[config.mk]
export PLATFORM = sky130hd
export DESIGN_NAME = fifo_uart_tx
export DESIGN_NICKNAME = d
export VERILOG_FILES = /design/src/rtl/fifo_uart_pkg.sv /design/src/rtl/uart_bit_timer.sv /design/src/rtl/fifo_uart_tx.sv
export SDC_FILE = /design/constraint.sdc
export NUM_CORES = 1
export LEC_CHECK = 0
export CORE_ASPECT_RATIO = 1.75
export CORE_UTILIZATION = 50
export CTS_CLUSTER_SIZE = 14
export DETAILED_ROUTE_END_ITERATION = 12
export HOLD_SLACK_MARGIN = 0.05
export PLACE_DENSITY = 0.7
export SYNTH_ARGS = -nofsm -noshare
export SYNTH_HDL_FRONTEND = slang
export SYNTH_SLANG_ARGS = --single-unit
[constraint.sdc]
create_clock -name clk -period 4.8 [get_ports clk]
set_input_delay 0.96 -clock clk [delete_from_list [all_inputs] [get_ports clk]]
set_output_delay 0.96 -clock clk [all_outputs]
set_load 0.01 [all_outputs]
[src/rtl/fifo_uart_pkg.sv]
// rtl/fifo_uart_pkg.sv - shared state encoding and defaults for the FIFO-fed UART transmitter
package fifo_uart_pkg;

  typedef enum logic [2:0] {
    IDLE   = 3'd0,
    RD     = 3'd1,
    CAP    = 3'd2,
    START  = 3'd3,
    DATA   = 3'd4,
    PARITY = 3'd5,
    STOP   = 3'd6
  } tx_state_t;

  localparam int DATA_W_DEF       = 8;
  localparam int CLKS_PER_BIT_DEF = 868;

endpackage

[src/rtl/uart_bit_timer.sv]
// rtl/uart_bit_timer.sv - baud counter producing a strobe on the last clock of each bit period
module uart_bit_timer #(
  parameter int CLKS_PER_BIT = 868
) (
  input  logic clk,
  input  logic rst,
  input  logic clr,
  output logic bit_tick,
  output logic bit_pre_tick
);

  localparam int CNT_W = $clog2(CLKS_PER_BIT);
  localparam logic [CNT_W-1:0] LAST     = CNT_W'(CLKS_PER_BIT - 1);
  localparam logic [CNT_W-1:0] PRE_LAST = CNT_W'(CLKS_PER_BIT - 2);

  logic [CNT_W-1:0] cnt;

  always_ff @(posedge clk) begin
    if (rst || clr) begin
      cnt <= '0;
    end else if (cnt == LAST) begin
      cnt <= '0;
    end else begin
      cnt <= cnt + CNT_W'(1);
    end
  end

  // pre-tick lets the owner register a pulse that lands on the final cycle
  assign bit_tick     = (cnt == LAST);
  assign bit_pre_tick = (cnt == PRE_LAST);

endmodule

[src/rtl/fifo_uart_tx.sv]
// rtl/fifo_uart_tx.sv - pops bytes from the byte FIFO and serializes them as 8N1 UART frames
// Optional even-parity bit when FIFO_UART_TX_PARITY_EN is defined.
module fifo_uart_tx
  import fifo_uart_pkg::*;
#(
  parameter int CLKS_PER_BIT = CLKS_PER_BIT_DEF,
  parameter int DATA_W       = DATA_W_DEF
) (
  input  logic              clk,
  input  logic              rst,
  input  logic              enable,
  input  logic              fifo_empty,
  input  logic [DATA_W-1:0] fifo_data,
  output logic              fifo_rd,
  output logic              tx,
  output logic              busy,
  output logic              frame_done
);

  localparam int BIT_W = $clog2(DATA_W);
  localparam logic [BIT_W-1:0] LAST_BIT = BIT_W'(DATA_W - 1);

  tx_state_t         state;
  logic [BIT_W-1:0]  bit_cnt;
  logic [DATA_W-1:0] shift_reg;
  logic              bit_tick;
  logic              bit_pre_tick;
  logic              timer_clr;
`ifdef FIFO_UART_TX_PARITY_EN
  logic              parity_bit;
`endif

  assign timer_clr = (state == CAP);

  uart_bit_timer #(
    .CLKS_PER_BIT(CLKS_PER_BIT)
  ) u_bit_timer (
    .clk          (clk),
    .rst          (rst),
    .clr          (timer_clr),
    .bit_tick     (bit_tick),
    .bit_pre_tick (bit_pre_tick)
  );

  always_ff @(posedge clk) begin
    if (rst) begin
      state      <= IDLE;
      tx         <= 1'b1;
      fifo_rd    <= 1'b0;
      busy       <= 1'b0;
      frame_done <= 1'b0;
      bit_cnt    <= '0;
      shift_reg  <= '0;
`ifdef FIFO_UART_TX_PARITY_EN
      parity_bit <= 1'b0;
`endif
    end else begin
      fifo_rd    <= 1'b0;
      frame_done <= 1'b0;
      case (state)
        IDLE: begin
          tx <= 1'b1;
          if (enable && !fifo_empty) begin
            state   <= RD;
            fifo_rd <= 1'b1;
            busy    <= 1'b1;
          end
        end
        RD: begin
          state <= CAP;
        end
        // fifo_data is valid here, one cycle after the read strobe
        CAP: begin
          shift_reg <= fifo_data;
`ifdef FIFO_UART_TX_PARITY_EN
          parity_bit <= ^fifo_data;
`endif
          bit_cnt   <= '0;
          tx        <= 1'b0;
          state     <= START;
        end
        START: begin
          if (bit_tick) begin
            tx        <= shift_reg[0];
            shift_reg <= shift_reg >> 1;
            state     <= DATA;
          end
        end
        DATA: begin
          if (bit_tick) begin
            if (bit_cnt == LAST_BIT) begin
`ifdef FIFO_UART_TX_PARITY_EN
              tx    <= parity_bit;
              state <= PARITY;
`else
              tx    <= 1'b1;
              state <= STOP;
`endif
            end else begin
              tx        <= shift_reg[0];
              shift_reg <= shift_reg >> 1;
              bit_cnt   <= bit_cnt + BIT_W'(1);
            end
          end
        end
`ifdef FIFO_UART_TX_PARITY_EN
        PARITY: begin
          if (bit_tick) begin
            tx    <= 1'b1;
            state <= STOP;
          end
        end
`endif
        STOP: begin
          if (bit_pre_tick) frame_done <= 1'b1;
          if (bit_tick) begin
            state <= IDLE;
            busy  <= 1'b0;
          end
        end
        default: begin
          state <= IDLE;
          tx    <= 1'b1;
          busy  <= 1'b0;
        end
      endcase
    end
  end

endmodule

==> reports/metrics.yaml, run 1 <==
status: "completed"
area_growth_pct: 12.2
cts-resized-gates: 0
place_hpwl_um: 2340
post_route_cells_drive_above_1_share_pct: 11.0
mostFrequentLayoutCells: "dfxtp_1 (28), nor2_1 (18), clkdlybuf4s50_1 (15)"
synth_edf_count: 0
fin_total_pwr_uw: 438
finClkSkew_ns: 0.00809
root_buffer: "clkbuf_8"
ant_nets: 0
p_leak_nw: 0.574
grt_pass1_vias: 1202
final_common_cell: "dfxtp_1"
fin_tns_setup_ns: 0
fin_nets: 191
crit_family: "buffers and inverters"
clockBufferDepth: 2
dr.first_iter.drc_count: 16
via_per_inst: 5.99
coreArea_um2: 2750
synth_top_family_by_area: "simple AND/OR/NAND/NOR gates"
worstSetupStartpoint: "rst"
overflow: 0
switching_share_pct: 24.8
synthAdderAreaFrac_pct: 3.38
numCtsBuffers: 3
grt_antenna_before_repair: 0
yosysSeqAreaShare_pct: 37.9
die_area_um2: 3190
path_common_cell: "nor2_1"
finalHoldViolCount: 0
min_from: "busy"
cp_max_fo: 21
fill_cells: 259
clock_latency_ns: 0.27
synth_compound_area_share_pct: 22.1
drv_cap: 0
start_util_pct: 53.8
cts_tree: "built"
largest_reg_flops: 10
ys_warn_count: 0
grt.total_usage_pct: 21.2
rsz0062_at_grt: "no"
crit_buf_inv: 1
htreeDepth: 1
wl_per_cell_um: 15.7
die_h_um: 74.0
path_cells: "clkdlybuf4s50_1, nor2_1, nand2_1, nor2_1"
drt-pass1-iter-count: 4
syn_inst: 163
gp_congestion: 0.812
synthMuxAreaShare_pct: 2.79
yosysUniqueCellTypes: 46
synthSimpleGateAreaFrac_pct: 25.1
ir_drop_uv: 258
power_switching_uw: 109
yosys.area_share.xor_xnor_pct: 4.73
cpMaxStageDelayCell: "clkdlybuf4s50_1"
period_needed_ns: 2.35
criticalPathCategory: "input pin to register"
syn_avg_cell_area_um2: 9.08
io_buffers: 15
maxSlewHeadroom_pct: 40.8
critPathLaunchType: "input pin"
drt-total-wl_um: 3140
r2r_start: "state[2]"
synth.net_count: 179
grt_max_degree: 22
ys.flop_type: "dfxtp_1"
die_x_um: 43.1
min_path_type: "register to register"
pin_count: 16
power.density_nw_per_um2: 264
cp_slowest_stage_delay_ns: 1.05
p_seq_share_pct: 58.2
syn_area_um2: 1480
critPathArrivalTime_ns: 2.50
ys_async_sr_fraction_pct: 0
combPwrFrac_pct: 13.4
grt_pass1_wl_um: 5250
post-route-period-util_pct: 49.0
final_cell_count_no_fill: 200
slew_viol_final: 0
worst_setup_hold_path_clk_slew_ns: 0.09
cts_sinks: 28
ys_ff_latch: 28
drc: 0
dp.cells: 197
cp-end-kind: "register"
cp.required_ns: 4.95
holdBufCountCts: 0
clockPowerShare_pct: 28.5
worstMarginPinSlew_ns: 0.885
fmax_mhz: 426
setup_viol: 0
vias: 1197
num_antenna_cells: 0
internal_power_uw: 329
row_count: 25
postCtsSetupBuffers: 0
-- worst min-delay path: stages, from the launching register on --
cell and delay, ns:
dfxtp_1 0.32, inv_1 0.05, a221oi_1 0.06
-- final timing paths --
check	slack (ns)	depth (start not counted)	endpoint
hold reg to reg	0.48	2	busy
setup reg to reg	2.79	4	shift_reg[2]
hold / removal	0.48	2	busy
setup / recovery	2.45	4	u_bit_timer.cnt[3]
-- cells by family (layout without fill, tap and decap cells) --
kind of cell	after synthesis	count (layout)
xor+xnor	8	8
mux	4	4
fa+ha+maj	4	4
simple gates	69	69
flops	28	28
buf+inv	12	22
compound gates	38	38
-- power by group through the flow --
stage | combinational, mW | sequential, mW | clock [mW]
5_1_grt | 0.0651 | 0.257 | 0.136
3_5_place_dp | 0.0589 | 0.260 | 0
2_1_floorplan | 0.0426 | 0.256 | 0
3_3_place_gp | 0.0572 | 0.259 | 0
6_report | 0.0585 | 0.255 | 0.125
4_1_cts | 0.0593 | 0.255 | 0.125
-- Yosys cell counts, types with 2 or more instances --
| library cell | number | area, um^2 |
|---|---|---|
| o21ai_0 | 8 | 40.0 |
| nor2b_1 | 4 | 25.0 |
| nand4_1 | 2 | 12.5 |
| a311oi_2 | 7 | 105 |
| nor3_1 | 5 | 25.0 |
| nand2b_1 | 4 | 25.0 |
| nand2_1 | 12 | 45.0 |
| xor2_1 | 2 | 17.5 |
| nand3_1 | 11 | 55.1 |
| dfxtp_1 | 28 | 561 |
| ha_1 | 4 | 50.1 |
| nor2_1 | 18 | 67.6 |
| buf_4 | 2 | 15.0 |
| a31oi_1 | 2 | 12.5 |
| mux2i_1 | 3 | 30.0 |
| a21oi_1 | 10 | 50.1 |
| xnor2_1 | 6 | 52.6 |
| clkbuf_1 | 4 | 15.0 |
| nor4_1 | 2 | 12.5 |
| inv_1 | 3 | 11.3 |
-- through the flow --
step / utilization (%) / worst slack (ns) / hold slack [ns] / instance area [um^2]
after floorplan: - / 2.94 / 0.441 / 1480
after global placement: 58.8 / 2.21 / 0.455 / 1620
after detailed placement: 58.8 / 2.15 / 0.470 / 1620
after CTS: 60.3 / 2.43 / 0.485 / 1660
after global routing: 60.3 / 2.31 / 0.518 / 1660
final: 60.3 / 2.45 / 0.482 / 1660
-- layout make-up --
type	count	area [um^2]	share of cell area, %
clock buffer	3	41.3	2.49
inverter	4	15.0	0.904
multi-input combinational	123	860	51.8
sequential	28	561	33.8
tap	27	33.8	2.03
timing repair buffer	15	150	9.04
-- metal layers --
layer	vias to the layer above	track usage [%]	wire length (um)
li1	615	-	-
met1	564	23.2	1260
met3	4	2.18	54
met2	14	41.6	1780
met5	-	0	0
met4	0	6.06	41
(Power assumes the default switching activity.)
==> inputs of run 2 (changes only) <==
PLACE_DENSITY = 0.73   (was 0.7)
clock period = 1.99 ns   (was 4.8 ns; I/O delays follow)
==> reports/metrics.yaml, run 2 (same netlist as run 1, synthesis figures left out) <==
min_path_type: "register to register"
path_cells: "or3b_4, o22ai_2, a21oi_1, a311oi_2"
cts_tree: "built"
io_buffers: 15  # unchanged
critPathArrivalTime_ns: 1.95  # -0.55 ns
min_from: "busy"
p_leak_nw: 0.639  # +11%
gp_congestion: 0.861  # +6.0%
fin_tns_setup_ns: 0  # unchanged
whs_ns: 0.478  # -0.00329 ns
ant_nets: 0  # unchanged
dp_slack_ns: 0.247  # -1.90 ns
drt-total-wl_um: 3230  # +3.1%
final_common_cell: "dfxtp_1"
via_per_inst: 6.05  # +1.0%
crit_family: "compound AO/OA/AOI/OAI gates"
root_buffer: "clkbuf_8"
coreArea_um2: 2750  # unchanged
cp-end-kind: "register"
setup_viol: 0  # unchanged
htreeDepth: 1  # unchanged
largest_reg_flops: 10  # unchanged
die_x_um: 43.1  # unchanged
cp_max_fo: 14  # -33%
critPathLaunchType: "register"
grt_pass1_vias: 1341  # +12%
dr.first_iter.drc_count: 23  # +7
period_needed_ns: 1.77
num_antenna_cells: 0  # unchanged
worst_setup_hold_path_clk_slew_ns: 0.09  # about the same
clock_latency_ns: 0.28  # about the same
holdBufCountCts: 0  # unchanged
crit_buf_inv: 0  # -1
grt_max_degree: 18  # -18%
pin_count: 16  # unchanged
cp_slowest_stage_delay_ns: 0.53  # -0.52 ns
ir_drop_uv: 465  # +81%
postCtsSetupBuffers: 0  # unchanged
fmax_mhz: 566
fill_cells: 245  # -5.4%
r2r-end: "shift_reg[0]"
power.density_nw_per_um2: 636  # +140%
die_h_um: 74.0  # unchanged
cp.required_ns: 2.18  # -2.77 ns
cts-resized-gates: 0  # unchanged
fin_nets: 202  # +5.8%
die_area_um2: 3190  # unchanged
place_hpwl_um: 2500  # +6.9%
finalHoldViolCount: 0  # unchanged
cts_sinks: 28  # unchanged
status: "completed"
criticalPathCategory: "register to register"
post-route-period-util_pct: 88.7
worstSetupStartpoint: "state[0]"
dp.cells: 208  # +5.6%
ff2ff_setup_slack_ns: 0.22  # -2.57 ns
wl_per_cell_um: 15.3  # -2.7%
area_growth_pct: 18.7
worst_slack_ns: 0.224  # -2.23 ns
rsz0062_at_grt: "no"
r2r_start: "state[0]"
mostFrequentLayoutCells: "dfxtp_1 (28), nor2_1 (18), clkdlybuf4s50_1 (15)"
endpoint: "shift_reg[0]"
drv_cap: 0  # unchanged
drc: 0  # unchanged
grt.total_usage_pct: 22.7  # +1.5 points
utilization_pct: 63.8  # +3.5 points
numCtsBuffers: 3  # unchanged
clockBufferDepth: 2  # unchanged
worstMarginPinSlew_ns: 0.460  # -0.424 ns
drt-pass1-iter-count: 4  # unchanged
path_depth: 4  # unchanged
grt_pass1_wl_um: 5570  # +6.1%
maxSlewHeadroom_pct: 69.3  # +28 points
cpMaxStageDelayCell: "or3b_4"
vias: 1282  # +7.1%
slew_viol_final: 0  # unchanged
post_route_cells_drive_above_1_share_pct: 16.8  # +5.8 points
overflow: 0  # unchanged
worstRegToRegCells: 4  # unchanged
start_util_pct: 53.8  # unchanged
grt_antenna_before_repair: 0  # unchanged
final_cell_count_no_fill: 212  # +6.0%
row_count: 25  # unchanged
finClkSkew_ns: 0.00760  # -0.000488 ns
==> run 2: cell count changes in the layout (fill, tap and decap cells not counted) <==
cell,before,now
buf_4,0,11
clkbuf_8,3,4
==> run 2: layout make-up <==
| class | instances | area [um^2] | share of cell area (%) |
|---|---|---|---|
| multi-input cells | 123 | 860 | 48.9 |
| well taps | 27 | 33.8 | 1.92 |
| clock buffers | 4 | 55.1 | 3.13 |
| flip-flops and latches | 28 | 561 | 31.9 |
| inverters | 4 | 15.0 | 0.855 |
| repair buffers | 26 | 233 | 13.2 |
==> run 2: where the power goes <==
| part | total (mW) | internal [mW] | switching [mW] | leakage, nW |
|---|---|---|---|---|
| Sequential | 0.610 | 0.586 | 0.0241 | 0.228 |
| Combinational | 0.156 | 0.0807 | 0.0757 | 0.382 |
| Clock | 0.350 | 0.177 | 0.173 | 0.0288 |
| Total | 1.12 | 0.844 | 0.273 | 0.639 |
==> run 2: tightest hold or removal path, stage by stage, from the launching register on <==
cell	delay (ns)
dfxtp_1	0.32
inv_1	0.05
a221oi_1	0.06
==> run 2: worst min path at each step <==
stage,end,cells after the start
after floorplan,u_bit_timer.cnt[0],1
after global placement,busy,2
after detailed placement,busy,2
after CTS,busy,2
after global routing,busy,2
final,busy,2
==> run 2: through the flow <==
stage | instance area, um^2 | power [mW]
after floorplan | 1480 | 0.719
after global placement | 1700 | 0.774
after detailed placement | 1700 | 0.781
after CTS | 1760 | 1.13
after global routing | 1760 | 1.18
final | 1760 | 1.12
==> run 2: layer usage <==
metal | track usage (%) | share of wire [%] | vias to the layer above
met5 | 0 | 0 | -
met4 | 10.8 | 2.1 | 0
met3 | 2.18 | 2.1 | 7
met2 | 46.3 | 59 | 14
met1 | 21.3 | 37 | 623
li1 | - | - | 638
